[src/rtl/multicycle_control.sv]
// -----------------------------------------------------------------------------
// multicycle_control
//
// Purpose:
//   Moore control FSM for a shared multicycle RV32I datapath (one ALU, one
//   memory, IR, A/B, ALUOut). Each instruction steps through FETCH, DECODE and
//   then a class-specific sequence, with one datapath step per cycle. Memory
//   states wait on iMEM_READY. If a memory wait lasts MEM_TIMEOUT cycles, the
//   FSM traps into a sticky ERROR state. An illegal opcode also traps there.
//
// Parameters:
//   MEM_TIMEOUT   maximum cycles with iMEM_READY low in a wait state
//                 (0 disables the timeout)
//
// Optional feature (macro CTRL_PERF_EN):
//   Adds the free-running counters oCYCLES and oINSTRET.
//
// Ports:
//   iCLK, iRST_N       clock and synchronous active-low reset
//   iOPCODE[6:0]       IR[6:0]; sampled in DECODE and MEMADR
//   iMEM_READY         memory completes the access this cycle
//   oMEM_REQ, oIorD, oMemRead, oMemWrite
//                      memory request, address select and direction
//   oIRWrite, oPCWrite, oPCWriteCond, oPCSource[1:0]
//                      IR and PC update controls
//   oRegWrite, oMemtoReg[1:0]
//                      register file write-back controls
//   oALUSrcA[1:0], oALUSrcB[1:0], oALUOp[1:0]
//                      ALU operand and operation selects
//   oSTATE[3:0]        current state encoding
//   oERROR             sticky error flag (illegal opcode or memory timeout)
//   oCYCLES, oINSTRET  performance counters (only with CTRL_PERF_EN)
// -----------------------------------------------------------------------------
module multicycle_control #(
  parameter int MEM_TIMEOUT = 16
) (
  input  logic        iCLK,
  input  logic        iRST_N,
  input  logic [6:0]  iOPCODE,
  input  logic        iMEM_READY,
  output logic        oMEM_REQ,
  output logic        oIorD,
  output logic        oMemRead,
  output logic        oMemWrite,
  output logic        oIRWrite,
  output logic        oPCWrite,
  output logic        oPCWriteCond,
  output logic [1:0]  oPCSource,
  output logic        oRegWrite,
  output logic [1:0]  oMemtoReg,
  output logic [1:0]  oALUSrcA,
  output logic [1:0]  oALUSrcB,
  output logic [1:0]  oALUOp,
  output logic [3:0]  oSTATE,
`ifdef CTRL_PERF_EN
  output logic [31:0] oCYCLES,
  output logic [31:0] oINSTRET,
`endif
  output logic        oERROR
);

  typedef enum logic [3:0] {
    S_FETCH  = 4'd0,
    S_DECODE = 4'd1,
    S_MEMADR = 4'd2,
    S_MEMRD  = 4'd3,
    S_MEMWB  = 4'd4,
    S_MEMWR  = 4'd5,
    S_EXEC_R = 4'd6,
    S_EXEC_I = 4'd7,
    S_ALUWB  = 4'd8,
    S_BRANCH = 4'd9,
    S_JAL    = 4'd10,
    S_JALR   = 4'd11,
    S_ERROR  = 4'd15
  } state_e;

  localparam logic [6:0] OP_LOAD   = 7'b0000011;
  localparam logic [6:0] OP_STORE  = 7'b0100011;
  localparam logic [6:0] OP_RTYPE  = 7'b0110011;
  localparam logic [6:0] OP_ITYPE  = 7'b0010011;
  localparam logic [6:0] OP_BRANCH = 7'b1100011;
  localparam logic [6:0] OP_JAL    = 7'b1101111;
  localparam logic [6:0] OP_JALR   = 7'b1100111;

  // The counter only has to reach MEM_TIMEOUT-1.
  localparam int              CW    = (MEM_TIMEOUT > 1) ? $clog2(MEM_TIMEOUT) : 1;
  localparam logic [CW-1:0]   LIMIT = CW'(MEM_TIMEOUT - 1);

  state_e        state_q, state_d;
  logic [CW-1:0] wait_cnt_q, wait_cnt_d;

  // ---------------------------------------------------------------------------
  // State and wait-counter registers
  // ---------------------------------------------------------------------------
  always_ff @(posedge iCLK) begin
    if (!iRST_N) begin
      state_q    <= S_FETCH;
      wait_cnt_q <= '0;
    end else begin
      state_q    <= state_d;
      wait_cnt_q <= wait_cnt_d;
    end
  end

  // ---------------------------------------------------------------------------
  // Next-state logic. The wait counter defaults to zero, so it clears whenever
  // a memory state is left or any other state is active.
  // ---------------------------------------------------------------------------
  always_comb begin
    state_d    = state_q;
    wait_cnt_d = '0;
    case (state_q)
      S_FETCH, S_MEMRD, S_MEMWR: begin
        if (iMEM_READY) begin
          // A ready arriving on the limit cycle still completes the access.
          case (state_q)
            S_FETCH: state_d = S_DECODE;
            S_MEMRD: state_d = S_MEMWB;
            default: state_d = S_FETCH;
          endcase
        end else if ((MEM_TIMEOUT != 0) && (wait_cnt_q == LIMIT)) begin
          state_d = S_ERROR;
        end else if (MEM_TIMEOUT != 0) begin
          wait_cnt_d = wait_cnt_q + 1'b1;
        end
      end
      S_DECODE: begin
        case (iOPCODE)
          OP_LOAD, OP_STORE: state_d = S_MEMADR;
          OP_RTYPE:          state_d = S_EXEC_R;
          OP_ITYPE:          state_d = S_EXEC_I;
          OP_BRANCH:         state_d = S_BRANCH;
          OP_JAL:            state_d = S_JAL;
          OP_JALR:           state_d = S_JALR;
          default:           state_d = S_ERROR;
        endcase
      end
      S_MEMADR: state_d = (iOPCODE == OP_LOAD) ? S_MEMRD : S_MEMWR;
      S_MEMWB, S_ALUWB, S_BRANCH, S_JAL, S_JALR: state_d = S_FETCH;
      S_EXEC_R, S_EXEC_I: state_d = S_ALUWB;
      S_ERROR:  state_d = S_ERROR;
      default:  state_d = S_ERROR;
    endcase
  end

  // ---------------------------------------------------------------------------
  // Moore outputs. FETCH gates IRWrite/PCWrite with ready so that the IR and PC
  // update only once, on the cycle in which the fetch completes. While reset is
  // asserted, every output is forced low. This also drops a request that is in
  // flight.
  // ---------------------------------------------------------------------------
  always_comb begin
    oMEM_REQ     = 1'b0;
    oIorD        = 1'b0;
    oMemRead     = 1'b0;
    oMemWrite    = 1'b0;
    oIRWrite     = 1'b0;
    oPCWrite     = 1'b0;
    oPCWriteCond = 1'b0;
    oPCSource    = 2'd0;
    oRegWrite    = 1'b0;
    oMemtoReg    = 2'd0;
    oALUSrcA     = 2'd0;
    oALUSrcB     = 2'd0;
    oALUOp       = 2'b00;
    oERROR       = 1'b0;
    oSTATE       = state_q;
    case (state_q)
      S_FETCH: begin
        oMEM_REQ = 1'b1;
        oMemRead = 1'b1;
        oALUSrcB = 2'd1;
        oIRWrite = iMEM_READY;
        oPCWrite = iMEM_READY;
      end
      S_DECODE: begin
        oALUSrcA = 2'd2;
        oALUSrcB = 2'd2;
      end
      S_MEMADR: begin
        oALUSrcA = 2'd1;
        oALUSrcB = 2'd2;
      end
      S_MEMRD: begin
        oMEM_REQ = 1'b1;
        oMemRead = 1'b1;
        oIorD    = 1'b1;
      end
      S_MEMWB: begin
        oRegWrite = 1'b1;
        oMemtoReg = 2'd1;
      end
      S_MEMWR: begin
        oMEM_REQ  = 1'b1;
        oMemWrite = 1'b1;
        oIorD     = 1'b1;
      end
      S_EXEC_R: begin
        oALUSrcA = 2'd1;
        oALUOp   = 2'b10;
      end
      S_EXEC_I: begin
        oALUSrcA = 2'd1;
        oALUSrcB = 2'd2;
        oALUOp   = 2'b11;
      end
      S_ALUWB: oRegWrite = 1'b1;
      S_BRANCH: begin
        oALUSrcA     = 2'd1;
        oALUOp       = 2'b01;
        oPCWriteCond = 1'b1;
        oPCSource    = 2'd1;
      end
      S_JAL: begin
        oPCWrite  = 1'b1;
        oPCSource = 2'd1;
        oRegWrite = 1'b1;
        oMemtoReg = 2'd2;
      end
      S_JALR: begin
        oALUSrcA  = 2'd1;
        oALUSrcB  = 2'd2;
        oPCWrite  = 1'b1;
        oPCSource = 2'd2;
        oRegWrite = 1'b1;
        oMemtoReg = 2'd2;
      end
      S_ERROR: oERROR = 1'b1;
      default: oERROR = 1'b1;
    endcase
    if (!iRST_N) begin
      oMEM_REQ     = 1'b0;
      oIorD        = 1'b0;
      oMemRead     = 1'b0;
      oMemWrite    = 1'b0;
      oIRWrite     = 1'b0;
      oPCWrite     = 1'b0;
      oPCWriteCond = 1'b0;
      oPCSource    = 2'd0;
      oRegWrite    = 1'b0;
      oMemtoReg    = 2'd0;
      oALUSrcA     = 2'd0;
      oALUSrcB     = 2'd0;
      oALUOp       = 2'b00;
      oERROR       = 1'b0;
      oSTATE       = 4'd0;
    end
  end

`ifdef CTRL_PERF_EN
  // ---------------------------------------------------------------------------
  // Performance counters. An instruction retires when the FSM re-enters FETCH
  // from any other state. Both counters wrap naturally.
  // ---------------------------------------------------------------------------
  logic [31:0] cycles_q, instret_q;

  always_ff @(posedge iCLK) begin
    if (!iRST_N) begin
      cycles_q  <= '0;
      instret_q <= '0;
    end else begin
      cycles_q <= cycles_q + 32'd1;
      if ((state_q != S_FETCH) && (state_d == S_FETCH)) begin
        instret_q <= instret_q + 32'd1;
      end
    end
  end

  assign oCYCLES  = iRST_N ? cycles_q  : 32'd0;
  assign oINSTRET = iRST_N ? instret_q : 32'd0;
`endif

endmodule

[config.mk]
export PLATFORM = sky130hd
export DESIGN_NAME = multicycle_control
export DESIGN_NICKNAME = d
export VERILOG_FILES = /design/src/rtl/multicycle_control.sv
export SDC_FILE = /design/constraint.sdc
export NUM_CORES = 1
export LEC_CHECK = 0
export CORE_MARGIN = 5
export CORE_UTILIZATION = 41
export DETAILED_ROUTE_END_ITERATION = 16
export PLACE_DENSITY = 0.78
export SLEW_MARGIN = 20
export SYNTH_ARGS = -nofsm -noshare
export SYNTH_HDL_FRONTEND = slang
export SYNTH_SLANG_ARGS = --single-unit
[constraint.sdc]
create_clock -name iCLK -period 2.2 [get_ports iCLK]
set_clock_uncertainty 0.15 [all_clocks]
set_input_delay 0.22 -clock iCLK [delete_from_list [all_inputs] [get_ports iCLK]]
set_output_delay 0.22 -clock iCLK [all_outputs]
set_load 0.03 [all_outputs]
# == After elaboration in Yosys (flattened, before gate mapping) ==
# Cells that the tools add are included.
# word_totals
out_inout_bits,23
regBits,8
# op_classes
eq_ne,20
bitwise_logic,2
n_reduce_logical,14
addsub,1
muxes,35
# ops
cell,count
$pmux W4 S6,1
$eq A7 B7 Y1 const B,3
$eq A4 B4 Y1 const B,5
$pmux W4 S5,1
$mux W1,17
$eq A4 B3 Y1 const B,4
$pmux W2 S2,4
$eq A7 B6 Y1 const B,2
$mux W4,3
$reduce_or A12 Y1,1
$reduce_or A2 Y1,6
$reduce_or A4 Y1,3
$mux W2,5
$reduce_or A5 Y1,2
$eq A4 B2 Y1 const B,2
$eq A7 B2 Y1 const B,1
$eq A7 B5 Y1 const B,1
$pmux W2 S3,1
$pmux W3 S2,1
$add A4 B1 Y4 const B,1
$eq A4 B1 Y1 const B,1
$logic_not A4 Y1,1
$mux W3,1
$ne A3 B1 Y1 const B,1
3 further kinds,4

# == Depth between registers and ports, before layout ==
# Gate-level depths: netlist of the first run.
# depth
depth_word,4
mapped_depth,6
ltp_nobuf,4

# == Worst setup path before layout of the first run ==
# OpenSTA, ideal clock, no wires.
# synth_timing
kind,reg-to-output
start,reg state_q[3]
end,out oPCWrite
n_path_buf,0
required_ps,1830
setup_slack_ps,-332
arrival_ps,2162
stages_incl_launch_ff,5
path_cell_list,dfxtp_1 -> nor3_1 -> nor3b_1 -> and2_1 -> or2_1
# synth_via
elab_chain_cells,4
word_cells_on_any_way,6
cone_classes,2 x eq/ne; 2 x mux; 2 x reduce/logical
# synth_lines
element,line_no,source
start: declaration,90,"state_e state_q, state_d;"
start signal: assignment,101,state_q <= state_d;
$eq A4 B4 Y1,169,case (state_q)
$reduce_or A2 Y1 (no source line),-,
$pmux W1 S2 *,169,
$mux W1 *,232,if (!iRST_N) begin
end: declaration,46,"output logic oPCWrite,"
# Mark *: on every way between the ends. The rest lies on a longest branch, timed or not.

# == Worst setup path in the final report of the first run ==
# layout_timing
start,in iRST_N
end,out oERROR
# layout_via
elab_chain_cells,1
# layout_lines
element,line_no,source
start: declaration,38,"input logic iRST_N,"
$mux W1,232,
end: declaration,59,output logic oERROR
# Every way passes these cells.

==> results.sh, run 1 <==
export IMPL_status="finished, final reports clean"
export IMPL_cp_common_cell="clkdlybuf4s50_1"
export IMPL_cts_setup_buffers=0
export IMPL_finalWirelength_um=2330
export IMPL_period_needed_ns=2.10
export IMPL_dominantRegCellSynth="dfxtp_1"
export IMPL_setup_violations=0
export IMPL_gp_congestion=0.782
export IMPL_grt_pass1_vias=856
export IMPL_timing_final_crit_share_pct=95.5
export IMPL_cts_tree="yes"
export IMPL_clock_latency_ns=0.26
export IMPL_rsz0062_at_grt="false"
export IMPL_cts_sinks=8
export IMPL_dr_first_iter_drc_count=23
export IMPL_worstPathArrival_ns=1.73
export IMPL_critPathMaxStageDelay_ns=0.67
export IMPL_drv_slew=0
export IMPL_rows=15
export IMPL_cp_start_kind="input port"
export IMPL_cts_resized=3
export IMPL_yosysTopAreaCellShare_pct=21.1
export IMPL_vias=902
export IMPL_ys_async_sr_fraction_pct=0
export IMPL_syn2layout_area_growth_pct=54.3
export IMPL_cts_buffers_inserted=3
export IMPL_ys_seq_area_share_pct=21.1
export IMPL_dp_hpwl_um=1830
export IMPL_clkTransAtPathRegs_ns=0.06
export IMPL_ant_nets=0
export IMPL_antenna_found_initial=0
export IMPL_crit_fanout=9
export IMPL_synth_edff_count=0
export IMPL_ys_top_cells_by_count="9 x nand2_1, 8 x dfxtp_1, 8 x inv_1, 8 x nor2_1, 6 x and2_1"
export IMPL_die_width_um=53.1
export IMPL_fmax_ghz=0.476
export IMPL_syn_area_per_cell_um2=7.39
export IMPL_yosysUniqueCellTypes=46
export IMPL_io_pin_count=33
export IMPL_clockRootBuffer="clkbuf_4"
export IMPL_yosysMostFrequentCell="nand2_1"
export IMPL_hold_path_class="reg -> reg"
export IMPL_core_area_mm2=0.00175
export IMPL_cpLargestDelayFamily="buffers and inverters"
export IMPL_synthTopCellsByArea="dfxtp_1 21%, and2_1 4.9%, nand2_1 4.4%, o221a_1 4.4%, inv_1 3.9%"
export IMPL_grt_max_degree=14
export IMPL_timing_worst_setup_path_type="in -> out"
export IMPL_start_util_pct=43.6
export IMPL_hold_violations=0
export IMPL_synth_seq_cells=8
export IMPL_syn_inst=103
export IMPL_tightest_slew_ns=0.402
export IMPL_die_h_um=53.1
export IMPL_peakVddDrop_mv=0.803
export IMPL_die_area_mm2=0.00282
export IMPL_drt_pass1_iter_count=4
export IMPL_worstSetupEndpointType="primary output"
export IMPL_drive_above_1_share_pct=28.7
export IMPL_cpMaxStageDelayCell="clkdlybuf4s50_1"
export IMPL_track_usage_pct=17.6
export IMPL_overflow=0
export IMPL_drc=0
export IMPL_cts_max_path_buffers=2
export IMPL_syn_area_um2=761
export IMPL_via_per_inst=5.37
export IMPL_p_leak_nw=0.541
export IMPL_syn_nets=114
export IMPL_fin_nets=156
export IMPL_hold_buffers=0
export IMPL_relSlewSlack_pct=72.9
export IMPL_p_per_area_mw_per_mm2=1160
export IMPL_drv_cap=0
export IMPL_io_buffers=32
export IMPL_insertedDiodeCount=0
export IMPL_ys_warn_count=0
export IMPL_finalSetupTns_ns=0
export IMPL_grt_pass1_wl_um=3710
export IMPL_path_buf_inv=2
export IMPL_cp_required_ns=1.83
export IMPL_cp_cell_sequence="clkdlybuf4s50_1, and3_1, clkdlybuf4s50_1"
export IMPL_ctsHtreeMaxLevel=1
export IMPL_postLayoutCoreUtil_pct=67.2
export IMPL_synth_largest_area_cell="dfxtp_1"
export IMPL_wl_per_cell_um=13.9
## through the flow
stage	instances	hold slack, ns	total power (W)	worst slack (ns)	cell area [um^2]
floorplan	103	0.268	0.000894	0.0200	782
global placement	165	0.282	0.00124	0.00414	1150
detailed placement	165	0.304	0.00125	-0.0201	1150
CTS	168	0.315	0.00136	0.0827	1170
global route	168	0.340	0.00146	0.0108	1170
finish	168	0.317	0.00136	0.0993	1170
## sequential cells by signal (all words and copies together) (netlist names)
signal,count
wait_cnt_q,4
state_q,4
## report_power, final
group / leakage (nW) / internal, W / switching, W
logic: 0.460 / 0.000431 / 0.000518
registers: 0.0664 / 0.000189 / 0.000107
clock network: 0.0138 / 0.0000626 / 0.0000521
total: 0.541 / 0.000683 / 0.000677
## worst reg2reg max path: stages, from the launching register on
cell,delay [ns]
dfxtp_2,0.36
or4_1,0.57
or3_1,0.33
a32o_1,0.26
o221a_1,0.20
## logic make-up after synthesis
family	count (synthesis)	synth area share, %
compound gates	24	25.5
xor+xnor	4	4.61
mux	1	1.32
flops	8	21.1
fa+ha+maj	1	1.64
buf+inv	14	7.07
simple gates	51	38.8
## final cells by class
| type | count | area [um^2] |
|---|---|---|
| Tap cell | 25 | 31.3 |
| Timing Repair Buffer | 43 | 358 |
| Inverter | 8 | 30.0 |
| Fill cell | 148 | 572 |
| Sequential cell | 8 | 164 |
| Multi-Input combinational cell | 81 | 568 |
| Clock buffer | 3 | 22.5 |
## layer usage
layer / vias up / part of all wire (%) / global-route usage, %
met1: 412 / 44 / 22.6
li1: 458 / - / -
met2: 30 / 50 / 28.5
met5: - / 0 / 0
met3: 2 / 5.5 / 5.35
met4: 0 / 0.34 / 3.83
## placed cells by master (no fill, tap or decap), drive strengths merged, types with 2 or more instances in the layout
cell type,synthesis,routed
and3,2,2
clkdlybuf4s50,0,13
a2111oi,2,2
a21oi,4,4
nor4b,2,2
nor2b,2,2
clkbuf,4,3
or2,3,3
dlygate4sd2,0,2
xnor2,2,2
nand2,9,9
and2,6,6
o21ai,4,4
nor2,8,8
inv,8,8
dfxtp,8,8
nor3b,2,2
nand2b,3,3
nand3b,3,3
nor3,3,3
o221a,3,3
nand3,2,2
xor2,2,2
buf,2,28
## worst paths after layout
path | startpoint | end | slack, ns | depth (start not counted)
setup / recovery | iRST_N | oERROR | 0.1 | 3
hold / removal | wait_cnt_q[0] | wait_cnt_q[0] | 0.32 | 1
setup reg to reg | state_q[0] | state_q[2] | 0.22 | 4
hold reg to reg | wait_cnt_q[0] | wait_cnt_q[0] | 0.32 | 1
Power figures use the tool's default switching activity.
==> run 2, diff against run 1 <==
--- a/config.mk
+++ b/config.mk
@@ -6,9 +6,9 @@
 export NUM_CORES = 1
 export LEC_CHECK = 0
 export CORE_MARGIN = 5
-export CORE_UTILIZATION = 41
+export CORE_UTILIZATION = 44
 export DETAILED_ROUTE_END_ITERATION = 16
-export PLACE_DENSITY = 0.78
+export PLACE_DENSITY = 0.83
 export SLEW_MARGIN = 20
 export SYNTH_ARGS = -nofsm -noshare
 export SYNTH_HDL_FRONTEND = slang
==> constraint.sdc (replaced) <==
create_clock -name iCLK -period 2.7 [get_ports iCLK]
set_clock_uncertainty 0.15 [all_clocks]
set_input_delay 0.27 -clock iCLK [delete_from_list [all_inputs] [get_ports iCLK]]
set_output_delay 0.27 -clock iCLK [all_outputs]
set_load 0.03 [all_outputs]
==> run 2 against run 1 <==
Cell count is 8.9% lower. Sequential cell count stayed put. Clock-buffer cell count stayed put. Clock power is 26% lower. Critical path depth is 2 higher.
==> results.sh, run 2 (synthesis results as in run 1) <==
export IMPL_status="finished, final reports clean"
export IMPL_top_layer_used="met4"
export IMPL_clockRootBuffer="clkbuf_4"
export IMPL_cts_max_path_buffers=2
export IMPL_clkTransAtPathRegs_ns=0.05
export IMPL_via_per_inst=5.80
export IMPL_cp_required_ns=2.28
export IMPL_timing_worst_setup_path_type="in -> out"
export IMPL_cts_setup_buffers=0
export IMPL_finalWirelength_um=2260
export IMPL_cts_resized=0
export IMPL_track_usage_pct=18.5
export IMPL_worstPathArrival_ns=2.07
export IMPL_wl_per_cell_um=14.7
export IMPL_ff2ff_path_depth=4
export IMPL_grt_pass1_wl_um=3800
export IMPL_vias=887
export IMPL_p_per_area_mw_per_mm2=953
export IMPL_biggestRegsByFlops="state_q x4, wait_cnt_q x4"
export IMPL_insertedDiodeCount=0
export IMPL_drv_slew=0
export IMPL_worstSetupEndpointType="primary output"
export IMPL_dr_first_iter_drc_count=20
export IMPL_die_width_um=51.6
export IMPL_period_needed_ns=2.49
export IMPL_hold_violations=0
export IMPL_cts_buffers_inserted=3
export IMPL_drt_pass1_iter_count=4
export IMPL_cts_tree="yes"
export IMPL_crit_fanout=5
export IMPL_r2r_end="state_q[1]"
export IMPL_drc=0
export IMPL_hold_depth=1
export IMPL_core_area_mm2=0.00169
export IMPL_finalSetupTns_ns=0
export IMPL_min_to="wait_cnt_q[0]"
export IMPL_rows=15
export IMPL_cp_start_kind="input port"
export IMPL_io_pin_count=33
export IMPL_hold_path_class="reg -> reg"
export IMPL_hold_buffers=0
export IMPL_relSlewSlack_pct=74.1
export IMPL_dp_hpwl_um=1750
export IMPL_wl_met3_um=118
export IMPL_grt_max_degree=17
export IMPL_ctsHtreeMaxLevel=1
export IMPL_timing_final_crit_share_pct=92.2
export IMPL_die_h_um=51.6
export IMPL_ant_nets=0
export IMPL_drv_cap=0
export IMPL_p_leak_nw=0.467
export IMPL_die_area_mm2=0.00266
export IMPL_final_cell_mix="31 x clkdlybuf4s50_1, 9 x nand2_1, 8 x inv_1, 8 x nor2_1, 6 x and2_1"
export IMPL_postLayoutCellArea_mm2=0.00114
export IMPL_fmax_ghz=0.402
export IMPL_placed_area_mm2=0.00111
export IMPL_io_buffers=32
export IMPL_wl_met1_um=1020
export IMPL_fin_nets=149
export IMPL_overflow=0
export IMPL_antenna_found_initial=0
export IMPL_clock_latency_ns=0.25
export IMPL_grt_pass1_vias=810
export IMPL_r2r_start="state_q[0]"
export IMPL_wl_met2_um=1100
export IMPL_final_common_cell="clkdlybuf4s50_1"
export IMPL_gp_congestion=0.785
export IMPL_syn2layout_area_growth_pct=50.2
export IMPL_tightest_slew_ns=0.379
export IMPL_setup_violations=0
export IMPL_rsz0062_at_grt="false"
export IMPL_holdCritStartpoint="wait_cnt_q[0]"
export IMPL_peakVddDrop_mv=0.611
export IMPL_drive_above_1_share_pct=11.0
export IMPL_start_util_pct=45.0
export IMPL_r2r_slack_ns=0.68
export IMPL_cts_sinks=8
-- run 2: cell types whose count changed in the layout (fill, tap and decap cells not counted), moves of 2 or more --
cell             before  now
buf_4                28    5
clkdlybuf4s50_1      13   31
dlygate4sd2_1         2    0
nor3b_1               0    2
nor3b_2               2    0
nor4b_2               2    0
-- run 2: power breakdown --
part	leakage (nW)	switching, W	internal, W
clock network	0.0138	0.0000349	0.0000505
logic	0.387	0.000394	0.000350
registers	0.0668	0.000103	0.000156
-- run 2: layout make-up --
| type | instances | area, um^2 |
|---|---|---|
| timing repair buffer | 36 | 348 |
| multi-input combinational | 81 | 556 |
| inverter | 8 | 30.0 |
| sequential | 8 | 165 |
| clock buffer | 3 | 22.5 |
| fill | 152 | 547 |
| tap | 17 | 21.3 |
-- run 2: worst max-delay path by stage --
stage          startpoint  slack, ns  cells after the start           end
6_report           iRST_N       0.21                      5      oIRWrite
3_3_place_gp       iRST_N       0.23                      6     oALUOp[0]
5_1_grt        state_q[3]       0.03                      5  oPCSource[0]
3_5_place_dp       iRST_N       0.20                      6     oALUOp[0]
2_1_floorplan  state_q[3]       0.12                      4      oPCWrite
4_1_cts        state_q[0]       0.02                      4   oALUSrcB[1]
-- run 2: through the flow --
stage	cells	power (W)	hold WS, ns	util (%)	worst slack, ns
after floorplan	103	0.000715	0.268	-	0.118
after global placement	150	0.000970	0.278	65.5	0.233
after detailed placement	150	0.000983	0.302	65.5	0.199
after CTS	153	0.00107	0.308	66.8	0.0218
after global routing	153	0.00118	0.344	67.6	0.0293
final	153	0.00109	0.301	67.6	0.210
-- run 2: per-layer routing --
| layer | GRT usage, % | up-vias |
|---|---|---|
| li1 | - | 440 |
| met1 | 23.3 | 415 |
| met3 | 5.44 | 2 |
| met5 | 0 | - |
| met4 | 3.93 | 0 |
| met2 | 31.1 | 30 |
-- run 2: critical path: stages --
cell,delay (ns)
clkdlybuf4s50_1,0.55
inv_1,0.12
nor3b_1,0.28
and2_1,0.18
clkdlybuf4s50_1,0.67
==> run 3, diff against run 2 <==
--- a/config.mk
+++ b/config.mk
@@ -8,6 +8,7 @@
 export CORE_MARGIN = 5
 export CORE_UTILIZATION = 44
 export DETAILED_ROUTE_END_ITERATION = 16
+export MAX_ROUTING_LAYER = met4
 export PLACE_DENSITY = 0.83
 export SLEW_MARGIN = 20
 export SYNTH_ARGS = -nofsm -noshare
==> constraint.sdc (replaced) <==
create_clock -name iCLK -period 2.91 [get_ports iCLK]
set_clock_uncertainty 0.15 [all_clocks]
set_input_delay 0.291 -clock iCLK [delete_from_list [all_inputs] [get_ports iCLK]]
set_output_delay 0.291 -clock iCLK [all_outputs]
set_load 0.03 [all_outputs]
==> run 3 against run 2 <==
Core utilization is 0.67 points lower. Final area is 0.99% lower. Worst hold slack worse by 0.0023 ns. Wire length is 1.7% lower. Sequential cell count stayed put.
==> results.sh, run 3 (synthesis results as in run 1) <==
export IMPL_cts_tree="yes"
export IMPL_crit_fanout=15
export IMPL_tightest_slew_ns=0.549
export IMPL_grt_max_degree=17
export IMPL_rows=15
export IMPL_clock_latency_ns=0.26
export IMPL_die_width_um=51.6
export IMPL_peakVddDrop_mv=0.632
export IMPL_cts_buffers_inserted=3
export IMPL_antenna_found_initial=0
export IMPL_period_needed_ns=2.74
export IMPL_grt_met1_usage_pct=25.2
export IMPL_placed_cells=150
export IMPL_worstSetupEndpointType="primary output"
export IMPL_drt_pass1_iter_count=5
export IMPL_fin_nets=149
export IMPL_cp_required_ns=2.47
export IMPL_via_per_inst=5.71
export IMPL_drive_above_1_share_pct=7.35
export IMPL_relSlewSlack_pct=63.3
export IMPL_gp_congestion=0.826
export IMPL_worstPathArrival_ns=2.29
export IMPL_vias=874
export IMPL_syn2layout_area_growth_pct=48.7
export IMPL_p_leak_nw=0.462
export IMPL_timing_final_crit_share_pct=94.0
export IMPL_use_met3_pct=4.30
export IMPL_p_per_area_mw_per_mm2=877
export IMPL_core_area_mm2=0.00169
export IMPL_grtUsageMet2_pct=29.0
export IMPL_hold_violations=0
export IMPL_cp_start_kind="flip-flop"
export IMPL_cts_resized=0
export IMPL_rsz0062_at_grt="true"
export IMPL_overflow=0
export IMPL_hold_path_class="reg -> reg"
export IMPL_finalWirelength_um=2220
export IMPL_dr_first_iter_drc_count=15
export IMPL_setup_violations=0
export IMPL_dp_hpwl_um=1710
export IMPL_ctsHtreeMaxLevel=1
export IMPL_grt_pass1_wl_um=3840
export IMPL_clockRootBuffer="clkbuf_4"
export IMPL_cts_sinks=8
export IMPL_wl_per_cell_um=14.5
export IMPL_setup_slack_ns=0.174
export IMPL_insertedDiodeCount=0
export IMPL_io_buffers=32
export IMPL_finalSetupTns_ns=0
export IMPL_io_pin_count=33
export IMPL_fill_cells=137
export IMPL_status="finished, final reports clean"
export IMPL_busiest_layer="met2"
export IMPL_die_area_mm2=0.00266
export IMPL_fmax_ghz=0.366
export IMPL_timing_worst_setup_path_type="reg -> out"
export IMPL_final_common_cell="clkdlybuf4s50_1"
export IMPL_final_cells=153
export IMPL_biggestRegsByFlops="state_q x4, wait_cnt_q x4"
export IMPL_grt_pass1_vias=818
export IMPL_cts_max_path_buffers=2
export IMPL_ant_nets=0
export IMPL_clkTransAtPathRegs_ns=0.06
export IMPL_drc=0
export IMPL_start_util_pct=45.0
export IMPL_dp_slack_ns=0.310
export IMPL_hold_ws_ns=0.299
export IMPL_drv_slew=0
export IMPL_track_usage_pct=19.0
export IMPL_postLayoutCoreUtil_pct=67.0
export IMPL_drv_cap=0
export IMPL_final_cell_mix="32 x clkdlybuf4s50_1, 9 x nand2_1, 8 x inv_1, 8 x nor2_1, 8 x dfxtp_1"
export IMPL_die_h_um=51.6
[run 3: changes by cell type in the layout (fill, tap and decap cells not counted), sizes merged]
cell and delta:
buf -1, clkdlybuf4s50 +1
[run 3: routing by layer]
| metal | up-vias | share of wire, % |
|---|---|---|
| li1 | 441 | - |
| met1 | 413 | 46 |
| met2 | 20 | 49 |
| met3 | 0 | 4.1 |
| met4 | 0 | 0 |
| met5 | - | 0 |
[run 3: metrics by stage]
stage / cell area [um^2] / total power, W
2_1_floorplan: 761 / 0.000664
3_5_place_dp: 1110 / 0.000904
3_3_place_gp: 1110 / 0.000895
4_1_cts: 1130 / 0.000995
5_1_grt: 1130 / 0.00107
6_report: 1130 / 0.000992
[run 3: repair_timing]
item	in CTS	in global routing
setup buffers	0	0
hold endpoints to repair	0	0
setup endpoints to repair	0	2
hold buffers	0	0
[run 3: where the power goes]
group	total, W	leakage (nW)	switching, W	internal (W)
Combinational	0.000699	0.383	0.000385	0.000314
Clock	0.0000878	0.0138	0.0000404	0.0000474
Sequential	0.000205	0.0654	0.0000660	0.000139
Total	0.000992	0.462	0.000492	0.000500
[run 3: critical path, stage by stage, from the launching register on]
cell	delay [ns]
dfxtp_1	0.62
nor4b_2	0.55
a21oi_1	0.08
nor2_1	0.11
clkdlybuf4s50_1	0.68
[run 3: worst paths after layout]
| path | startpoint | endpoint | slack (ns) | cells past startpoint |
|---|---|---|---|---|
| max | state_q[0] | oALUSrcB[1] | 0.17 | 4 |
| min | wait_cnt_q[0] | wait_cnt_q[0] | 0.30 | 1 |
| max reg2reg | state_q[0] | state_q[1] | 0.71 | 4 |
| min reg2reg | wait_cnt_q[0] | wait_cnt_q[0] | 0.30 | 1 |
[run 3: area by class of cell]
type,instances,area (um^2),area share [%]
inverter,8,30.0,2.65
multi-input combinational,81,547,48.3
clock buffer,3,22.5,1.99
timing repair buffer,36,350,31.0
sequential,8,160,14.2
tap,17,21.3,1.88
